==> config.mk <==
export PLATFORM = sky130hd
export DESIGN_NAME = eth_phy_10g_link_seq
export DESIGN_NICKNAME = d
export VERILOG_FILES = /design/src/rtl/eth_phy_10g_pkg.sv /design/src/rtl/eth_phy_10g_sat_accum.sv /design/src/rtl/eth_phy_10g_link_seq.sv
export SDC_FILE = /design/constraint.sdc
export NUM_CORES = 1
export LEC_CHECK = 0
export ABC_AREA = 1
export CORE_UTILIZATION = 62
export CTS_BUF_LIST = sky130_fd_sc_hd__clkbuf_4 sky130_fd_sc_hd__clkbuf_8
export DETAILED_ROUTE_END_ITERATION = 6
export PLACE_DENSITY = 0.95
export SKIP_LAST_GASP = 1
export SYNTH_ARGS = -nofsm -noshare
export SYNTH_HDL_FRONTEND = slang
export SYNTH_SLANG_ARGS = --single-unit
==> constraint.sdc <==
create_clock -name rx_clk -period 2.8 [get_ports rx_clk]
set_input_delay 0.28 -clock rx_clk [delete_from_list [all_inputs] [get_ports rx_clk]]
set_output_delay 0.28 -clock rx_clk [all_outputs]
set_load 0.02 [all_outputs]
==> src/rtl/eth_phy_10g_pkg.sv <==
// eth_phy_10g_pkg
// Shared definitions for the 10GBASE-R RX link bring-up sequencer.
//   link_state_e : state encoding, also observed by status/CSR logic
//   ERR_CNT_W    : width of the PHY per-cycle error count
//   LOSS_CNT_W   : width of the lock-loss counter
package eth_phy_10g_pkg;

    localparam int ERR_CNT_W  = 7;
    localparam int LOSS_CNT_W = 16;

    typedef enum logic [2:0] {
        ST_IDLE        = 3'd0,
        ST_SERDES_RST  = 3'd1,
        ST_WAIT_LOCK   = 3'd2,
        ST_WAIT_STABLE = 3'd3,
        ST_LINK_UP     = 3'd4,
        ST_PRBS_TEST   = 3'd5,
        ST_FAIL        = 3'd6
    } link_state_e;

endpackage

==> src/rtl/eth_phy_10g_sat_accum.sv <==
// eth_phy_10g_sat_accum
// Registered saturating accumulator. The sum sticks at all-ones instead of
// wrapping.
//   clk, rst_n : clock, asynchronous active-low reset (sum -> 0)
//   clr        : synchronous clear, has priority over en
//   en         : add 'add' this cycle
//   add        : zero-extended addend (IN_W <= W)
//   sum        : registered accumulated value
module eth_phy_10g_sat_accum
    import eth_phy_10g_pkg::*;
#(
    parameter int W    = 16,
    parameter int IN_W = 1
) (
    input  logic            clk,
    input  logic            rst_n,
    input  logic            clr,
    input  logic            en,
    input  logic [IN_W-1:0] add,
    output logic [W-1:0]    sum
);

    logic [W-1:0] sum_r;

    // One extra bit catches the carry out; a carry means clamp to all-ones.
    function automatic logic [W-1:0] sat_add(input logic [W-1:0] a,
                                             input logic [IN_W-1:0] b);
        logic [W:0] s;
        s = {1'b0, a} + (W+1)'(b);
        if (s[W]) begin
            sat_add = {W{1'b1}};
        end else begin
            sat_add = s[W-1:0];
        end
    endfunction

    // Accumulator register: clear, add-with-saturation, or hold.
    always_ff @(posedge clk or negedge rst_n) begin
        if (!rst_n) begin
            sum_r <= {W{1'b0}};
        end else if (clr) begin
            sum_r <= {W{1'b0}};
        end else if (en) begin
            sum_r <= sat_add(sum_r, add);
        end else begin
            sum_r <= sum_r;
        end
    end

    assign sum = sum_r;

endmodule

==> src/rtl/eth_phy_10g_link_seq.sv <==
// eth_phy_10g_link_seq
// Link bring-up sequencer for the 10GBASE-R PHY RX path (rx_clk domain).
// Pulses the SERDES RX reset, waits for block lock with timeout/retry,
// qualifies a stable lock/BER window before declaring link up, and runs a
// PRBS31 test session on request while accumulating PHY errors.
//   Inputs : rx_clk, rx_rst_n, cfg_enable, cfg_prbs_req, rx_block_lock,
//            rx_high_ber, rx_status, rx_error_count[6:0]
//   Outputs: serdes_rx_reset_req, cfg_tx_prbs31_enable, cfg_rx_prbs31_enable,
//            link_up, link_fail, link_state[2:0], retry_count[3:0],
//            lock_loss_count[15:0], prbs_err_total[PRBS_ERR_WIDTH-1:0]
// All outputs are registered and change together with the state register.
module eth_phy_10g_link_seq
    import eth_phy_10g_pkg::*;
#(
    parameter int SERDES_RST_CYCLES = 16,
    parameter int LOCK_TIMEOUT      = 4096,
    parameter int STABLE_CYCLES     = 1024,
    parameter int MAX_RETRIES       = 7,
    parameter int PRBS_ERR_WIDTH    = 16
) (
    input  logic                      rx_clk,
    input  logic                      rx_rst_n,
    input  logic                      cfg_enable,
    input  logic                      cfg_prbs_req,
    input  logic                      rx_block_lock,
    input  logic                      rx_high_ber,
    input  logic                      rx_status,
    input  logic [ERR_CNT_W-1:0]      rx_error_count,
    output logic                      serdes_rx_reset_req,
    output logic                      cfg_tx_prbs31_enable,
    output logic                      cfg_rx_prbs31_enable,
    output logic                      link_up,
    output logic                      link_fail,
    output logic [2:0]                link_state,
    output logic [3:0]                retry_count,
    output logic [LOSS_CNT_W-1:0]     lock_loss_count,
    output logic [PRBS_ERR_WIDTH-1:0] prbs_err_total
);

    // The shared timer also paces the SERDES reset pulse, so it must hold
    // SERDES_RST_CYCLES-1 as well as the lock/stable windows.
    localparam int MAX_WIN = (LOCK_TIMEOUT > STABLE_CYCLES) ? LOCK_TIMEOUT : STABLE_CYCLES;
    localparam int CNT_MAX = (MAX_WIN > SERDES_RST_CYCLES) ? MAX_WIN : SERDES_RST_CYCLES;
    localparam int CNT_W   = $clog2(CNT_MAX) + 1;

    localparam logic [CNT_W-1:0] RST_LAST    = CNT_W'(SERDES_RST_CYCLES - 1);
    localparam logic [CNT_W-1:0] LOCK_LAST   = CNT_W'(LOCK_TIMEOUT - 1);
    localparam logic [CNT_W-1:0] STABLE_DONE = CNT_W'(STABLE_CYCLES);
    localparam logic [CNT_W-1:0] CNT_ZERO    = {CNT_W{1'b0}};
    localparam logic [CNT_W-1:0] CNT_ONE     = {{(CNT_W-1){1'b0}}, 1'b1};
    localparam logic [3:0]       RETRY_LIMIT = 4'(MAX_RETRIES);

    link_state_e       state_r, next_state_s;
    logic [CNT_W-1:0]  timer_r, timer_nxt_s;
    logic [CNT_W-1:0]  stable_r, stable_nxt_s;
    logic [CNT_W-1:0]  timer_inc_s, stable_inc_s;
    logic [3:0]        retry_r, retry_nxt_s, retry_inc_s;
    logic              loss_inc_s;
    logic              prbs_clr_s;
    logic              prbs_acc_en_s;
    logic              serdes_req_r, tx_prbs_r, rx_prbs_r, link_up_r, link_fail_r;

    assign timer_inc_s   = timer_r + CNT_ONE;
    assign stable_inc_s  = stable_r + CNT_ONE;
    assign retry_inc_s   = retry_r + 4'd1;
    assign prbs_acc_en_s = (state_r == ST_PRBS_TEST);

    // State, timer, stable-window and retry registers.
    always_ff @(posedge rx_clk or negedge rx_rst_n) begin
        if (!rx_rst_n) begin
            state_r  <= ST_IDLE;
            timer_r  <= CNT_ZERO;
            stable_r <= CNT_ZERO;
            retry_r  <= 4'd0;
        end else begin
            state_r  <= next_state_s;
            timer_r  <= timer_nxt_s;
            stable_r <= stable_nxt_s;
            retry_r  <= retry_nxt_s;
        end
    end

    // Next-state logic; cfg_enable low overrides every state.
    always_comb begin
        next_state_s = state_r;
        timer_nxt_s  = timer_r;
        stable_nxt_s = stable_r;
        retry_nxt_s  = retry_r;
        loss_inc_s   = 1'b0;
        prbs_clr_s   = 1'b0;
        if (!cfg_enable) begin
            next_state_s = ST_IDLE;
            timer_nxt_s  = CNT_ZERO;
            stable_nxt_s = CNT_ZERO;
            retry_nxt_s  = 4'd0;
        end else begin
            case (state_r)
                ST_IDLE: begin
                    next_state_s = ST_SERDES_RST;
                    timer_nxt_s  = CNT_ZERO;
                end
                ST_SERDES_RST: begin
                    if (timer_r == RST_LAST) begin
                        next_state_s = ST_WAIT_LOCK;
                        timer_nxt_s  = CNT_ZERO;
                    end else begin
                        timer_nxt_s  = timer_inc_s;
                    end
                end
                ST_WAIT_LOCK: begin
                    // Lock is tested first so it wins over a coincident timeout.
                    if (rx_block_lock) begin
                        next_state_s = ST_WAIT_STABLE;
                        timer_nxt_s  = CNT_ZERO;
                        stable_nxt_s = CNT_ZERO;
                    end else if (timer_r == LOCK_LAST) begin
                        retry_nxt_s = retry_inc_s;
                        timer_nxt_s = CNT_ZERO;
                        if (retry_inc_s == RETRY_LIMIT) begin
                            next_state_s = ST_FAIL;
                        end else begin
                            next_state_s = ST_SERDES_RST;
                        end
                    end else begin
                        timer_nxt_s = timer_inc_s;
                    end
                end
                ST_WAIT_STABLE: begin
                    if (!rx_block_lock) begin
                        // Lost lock before qualifying: re-wait, no retry charged.
                        next_state_s = ST_WAIT_LOCK;
                        timer_nxt_s  = CNT_ZERO;
                        stable_nxt_s = CNT_ZERO;
                    end else if (!rx_high_ber && rx_status) begin
                        if (stable_inc_s == STABLE_DONE) begin
                            next_state_s = ST_LINK_UP;
                            stable_nxt_s = CNT_ZERO;
                            retry_nxt_s  = 4'd0;
                        end else begin
                            stable_nxt_s = stable_inc_s;
                        end
                    end else begin
                        stable_nxt_s = CNT_ZERO;
                    end
                end
                ST_LINK_UP: begin
                    if (!rx_block_lock) begin
                        loss_inc_s   = 1'b1;
                        next_state_s = ST_SERDES_RST;
                        timer_nxt_s  = CNT_ZERO;
                    end else if (rx_high_ber) begin
                        next_state_s = ST_WAIT_STABLE;
                        stable_nxt_s = CNT_ZERO;
                    end else if (cfg_prbs_req) begin
                        next_state_s = ST_PRBS_TEST;
                        prbs_clr_s   = 1'b1;
                    end else begin
                        next_state_s = ST_LINK_UP;
                    end
                end
                ST_PRBS_TEST: begin
                    // Leaving test mode requalifies data mode from scratch.
                    if (!cfg_prbs_req) begin
                        next_state_s = ST_WAIT_STABLE;
                        stable_nxt_s = CNT_ZERO;
                    end else begin
                        next_state_s = ST_PRBS_TEST;
                    end
                end
                ST_FAIL: begin
                    next_state_s = ST_FAIL;
                end
                default: begin
                    next_state_s = ST_IDLE;
                    timer_nxt_s  = CNT_ZERO;
                    stable_nxt_s = CNT_ZERO;
                    retry_nxt_s  = 4'd0;
                end
            endcase
        end
    end

    // Moore outputs decoded from the next state so they align with state_r.
    always_ff @(posedge rx_clk or negedge rx_rst_n) begin
        if (!rx_rst_n) begin
            serdes_req_r <= 1'b0;
            tx_prbs_r    <= 1'b0;
            rx_prbs_r    <= 1'b0;
            link_up_r    <= 1'b0;
            link_fail_r  <= 1'b0;
        end else begin
            serdes_req_r <= (next_state_s == ST_SERDES_RST);
            tx_prbs_r    <= (next_state_s == ST_PRBS_TEST);
            rx_prbs_r    <= (next_state_s == ST_PRBS_TEST);
            link_up_r    <= (next_state_s == ST_LINK_UP);
            link_fail_r  <= (next_state_s == ST_FAIL);
        end
    end

    eth_phy_10g_sat_accum #(
        .W    (LOSS_CNT_W),
        .IN_W (1)
    ) u_lock_loss (
        .clk   (rx_clk),
        .rst_n (rx_rst_n),
        .clr   (1'b0),
        .en    (loss_inc_s),
        .add   (1'b1),
        .sum   (lock_loss_count)
    );

    eth_phy_10g_sat_accum #(
        .W    (PRBS_ERR_WIDTH),
        .IN_W (ERR_CNT_W)
    ) u_prbs_err (
        .clk   (rx_clk),
        .rst_n (rx_rst_n),
        .clr   (prbs_clr_s),
        .en    (prbs_acc_en_s),
        .add   (rx_error_count),
        .sum   (prbs_err_total)
    );

    assign serdes_rx_reset_req  = serdes_req_r;
    assign cfg_tx_prbs31_enable = tx_prbs_r;
    assign cfg_rx_prbs31_enable = rx_prbs_r;
    assign link_up              = link_up_r;
    assign link_fail            = link_fail_r;
    assign link_state           = state_r;
    assign retry_count          = retry_r;

endmodule

==> summary.md <==
| Metric | Value |
|---|---|
| Post-DRT Antenna Nets | `0` |
| Worst-Skew Late Latency | `360 ps` |
| Most used cell, CP | `nand2_1` |
| Via-to-Cell Ratio | `5.819` |
| Peak VDD IR | `370.9 uV` |
| Clk_skew | `7.995 ps` |
| Reg2reg start | `link_state[1]` |
| Share of post-route cells with drive strength above 1 | `0.09309` |
| Synth cell types | `41` |
| Clock sink count | `69` |
| Vias in the first global route | `4056` |
| RSZ-0062 raised after global routing | `false` |
| Initial antenna violation count | `0` |
| Crit start category | `register` |
| Gpl congestion | `0.9432` |
| Final WL | `11090 um` |
| # fillers | `473` |
| Buffers on Ports | `57` |
| I/O pins | `58` |
| Rel. slew slack | `0.4760` |
| Setup bufs post-CTS | `0` |
| Starting Density | `0.6457` |
| Largest net degree at the start of global routing | `38` |
| Setup violators final | `0` |
| Syn_nets | `628` |
| Final max-slew violation count | `0` |
| Mapped Area | `4436 um^2` |
| Worst Path Required | `3040 ps` |
| Peak fanout along the critical path | `12` |
| Commonest register cell after synthesis | `dfrtp_1` |
| Logic gate share of total power | `0.135` |
| Fin area | `5309 um^2` |
| P_int | `0.001652 W` |
| Failing checks | `hold timing` |
| Largest family of logic cells by synthesized area | `simple AND/OR/NAND/NOR gates` |
| Hold WS | `-3.080 ps` |
| Syn-to-layout area delta | `19.69%` |
| Max-cap violations | `0` |
| Num CTS Buffers | `9` |
| Via Count | `4434` |
| Crit path max-delay cell type | `dfrtp_1` |
| TNS Setup | `0 ps` |
| Post-synth EDFFs | `0` |
| Largest stage delay on the critical path | `480 ps` |
| Power per cell area | `432.2 nW/um^2` |
| Final min period | `2362 ps` |
| Post-cts resize count | `0` |
| Proportion of synthesized area in mux cells | `0` |
| Die width | `86.58 um` |
| Layout Nets | `688` |
| Psw | `0.0006429 W` |
| Part of the power in registers | `0.457` |
| Final Hold Vio Count | `5` |
| Reg2reg path depth | `11` |
| Core ar. | `6869 um^2` |
| First-pass GRT wire length | `18400 um` |
| Clock Power Share | `0.408` |
| Gate Count Post-Synth | `601` |
| Post-synth ARST share | `1.000` |
| Simple-Gate Fraction of Synth Area | `0.3292` |
| Net Sw Frac | `0.2802` |
| Worst R2R End | `timer_r[11]` |
| CTS max path bufs | `2` |
| Tcrit/Tclk final | `0.8436` |
| Routed length per instance | `14.56 um` |
| Post-synthesis adder-cell area fraction | `0.03836` |
| Mapped Avg Cell Area | `7.380 um^2` |
| Critical path arrival | `2610 ps` |
| # diodes | `0` |
| Status | `finished, violations left` |
| DR iter-0 viols | `398` |
| Post-DP Area | `5086 um^2` |
| Synth Area in XOR/XNOR | `0.02567` |
| Fmax | `0.4234 GHz` |
| Seq/Total Area, Yosys | `0.3893` |
| HP Class | `in2async` |
| Site Rows | `30` |
| Worst Tran Pin Value | `785.9 ps` |
| Worst Setup End Kind | `register` |
| Cell Chain, Critical Path | `inv_1, nand3_1, nand2_1, nand2_1, nand2_2, nor2_1, nand2_1, nor3_2, nand2_1, o21ai_0, a21oi_1` |
| Ys Warns | `0` |
| CTS root buffer | `clkbuf_8` |
| Total grt overflow | `0` |
| Post-synthesis compound-gate area fraction | `0.1340` |
| LEAKAGE | `2.450 nW` |
| CTS tree | `built` |
| Die area | `7496 um^2` |
| Drt pass-1 iters | `5` |
| Dpl hpwl | `7900 um` |
| Worst setup path class | `reg2reg` |
| Synth Register Bits | `69` |
| H-tree depth | `3` |
| All-Layer GR Usage | `0.3149` |
| Hold_buf cts | `0` |
| Reg-to-reg slack, setup | `440 ps` |
| Clock Pin Slew Worst Setup and Hold Paths | `80 ps` |
| Die height | `86.58 um` |
| DRC Markers | `0` |
[power groups by stage]
| stage | sequential (W) | clock (W) | combinational (W) |
|---|---|---|---|
| 6_report | 0.00105 | 0.000936 | 0.000309 |
| 4_1_cts | 0.00105 | 0.000941 | 0.000308 |
| 2_1_floorplan | 0.00109 | 0 | 0.000152 |
| 3_5_place_dp | 0.00107 | 0 | 0.000304 |
| 3_3_place_gp | 0.00107 | 0 | 0.000297 |
| 5_1_grt | 0.00105 | 0.000982 | 0.000345 |
[flip-flops by register name, summed over array words and instances (netlist names)]
signal                count
link_state                3
retry_count               4
cfg_rx_prbs31_enable      1
timer_r                  13
stable_r                 13
u_lock_loss.sum          16
serdes_rx_reset_req       1
u_prbs_err.sum           16
link_up                   1
link_fail                 1
[cell usage in the layout (no fill, tap or decap), types with 3 or more instances in the layout]
cell / instances
inv_1: 77
nand2_2: 9
nor2_2: 8
nand4_1: 17
a21o_1: 6
nor4_1: 3
nand3_1: 39
nor3_1: 14
o21bai_1: 3
clkdlybuf4s50_1: 56
nor2_4: 6
inv_2: 7
a21oi_1: 31
clkbuf_8: 9
nor3_2: 5
o22ai_1: 7
dfrtp_1: 69
ha_1: 12
xnor2_1: 4
o21ai_1: 7
nand2_1: 142
nor2_1: 54
xor2_1: 9
o21ai_0: 41
[worst max-delay path by stage]
stage	from	end	slack [ps]	cells after the start
floorplan	u_prbs_err.sum[3]	u_prbs_err.sum[15]	770	10
global placement	rx_error_count[3]	u_prbs_err.sum[15]	380	10
detailed placement	rx_error_count[3]	u_prbs_err.sum[15]	200	10
CTS	link_state[1]	timer_r[11]	490	11
global route	u_prbs_err.sum[3]	u_prbs_err.sum[15]	170	10
finish	link_state[1]	timer_r[11]	440	11
[per-layer routing]
layer  vias up  GRT usage  wire, um
li1       2110          -         -
met1      2066     0.4056      4565
met2       218     0.5289      5458
met3        40    0.05619       748
met4         0     0.1258       319
met5         -          0         0
[synthesized netlist by cell type (7+ instances only)]
cell | count | share of area
nand3_1 | 39 | 0.044
inv_2 | 7 | 0.0059
nand2_1 | 142 | 0.12
nand2_2 | 9 | 0.013
o21ai_1 | 7 | 0.0079
inv_1 | 77 | 0.065
ha_1 | 12 | 0.034
nor2_2 | 8 | 0.011
xor2_1 | 9 | 0.018
nand4_1 | 17 | 0.024
o22ai_1 | 7 | 0.0099
nor2_1 | 54 | 0.046
a21oi_1 | 31 | 0.035
dfrtp_1 | 69 | 0.39
o21ai_0 | 41 | 0.046
nor3_1 | 14 | 0.016
[worst max-delay path, delay by kind of cell (launching register included)]
kind,cells,cell delay (ps)
AOI/OAI and AO/OA,2,220
buffers and inverters,1,140
DFF,1,480
and+or+nand+nor,8,1420
[final cells by class]
class	instances	area (um^2)	share of cell area
Inverter	84	315.3	0.05939
Sequential cell	69	1727	0.3252
Timing Repair Buffer	58	585.6	0.1103
Tap cell	96	120.1	0.02263
Multi-Input combinational cell	439	2338	0.4405
Clock inverter	7	98.84	0.01862
Clock buffer	9	123.9	0.02333
[cell families (layout without fill, tap and decap cells)]
logic type / count (synthesis) / after routing
AND/OR/NAND/NOR: 307 / 307
buffers and inverters: 93 / 158
adder cells (fa/ha/maj): 13 / 13
flip-flops: 69 / 69
XOR/XNOR: 13 / 13
AO/OA/AOI/OAI: 106 / 106
[per-stage QoR]
stage / power [W] / setup slack, ps / util / instances
floorplan: 0.001242 / 770.9 / - / 601
global placement: 0.001363 / 384.9 / 0.7404 / 746
detailed placement: 0.001371 / 202.4 / 0.7404 / 746
CTS: 0.002297 / 488.9 / 0.7729 / 762
global route: 0.002379 / 172.6 / 0.7729 / 762
finish: 0.002295 / 437.9 / 0.7729 / 762
No activity file was read; power rests on OpenSTA's default activity.
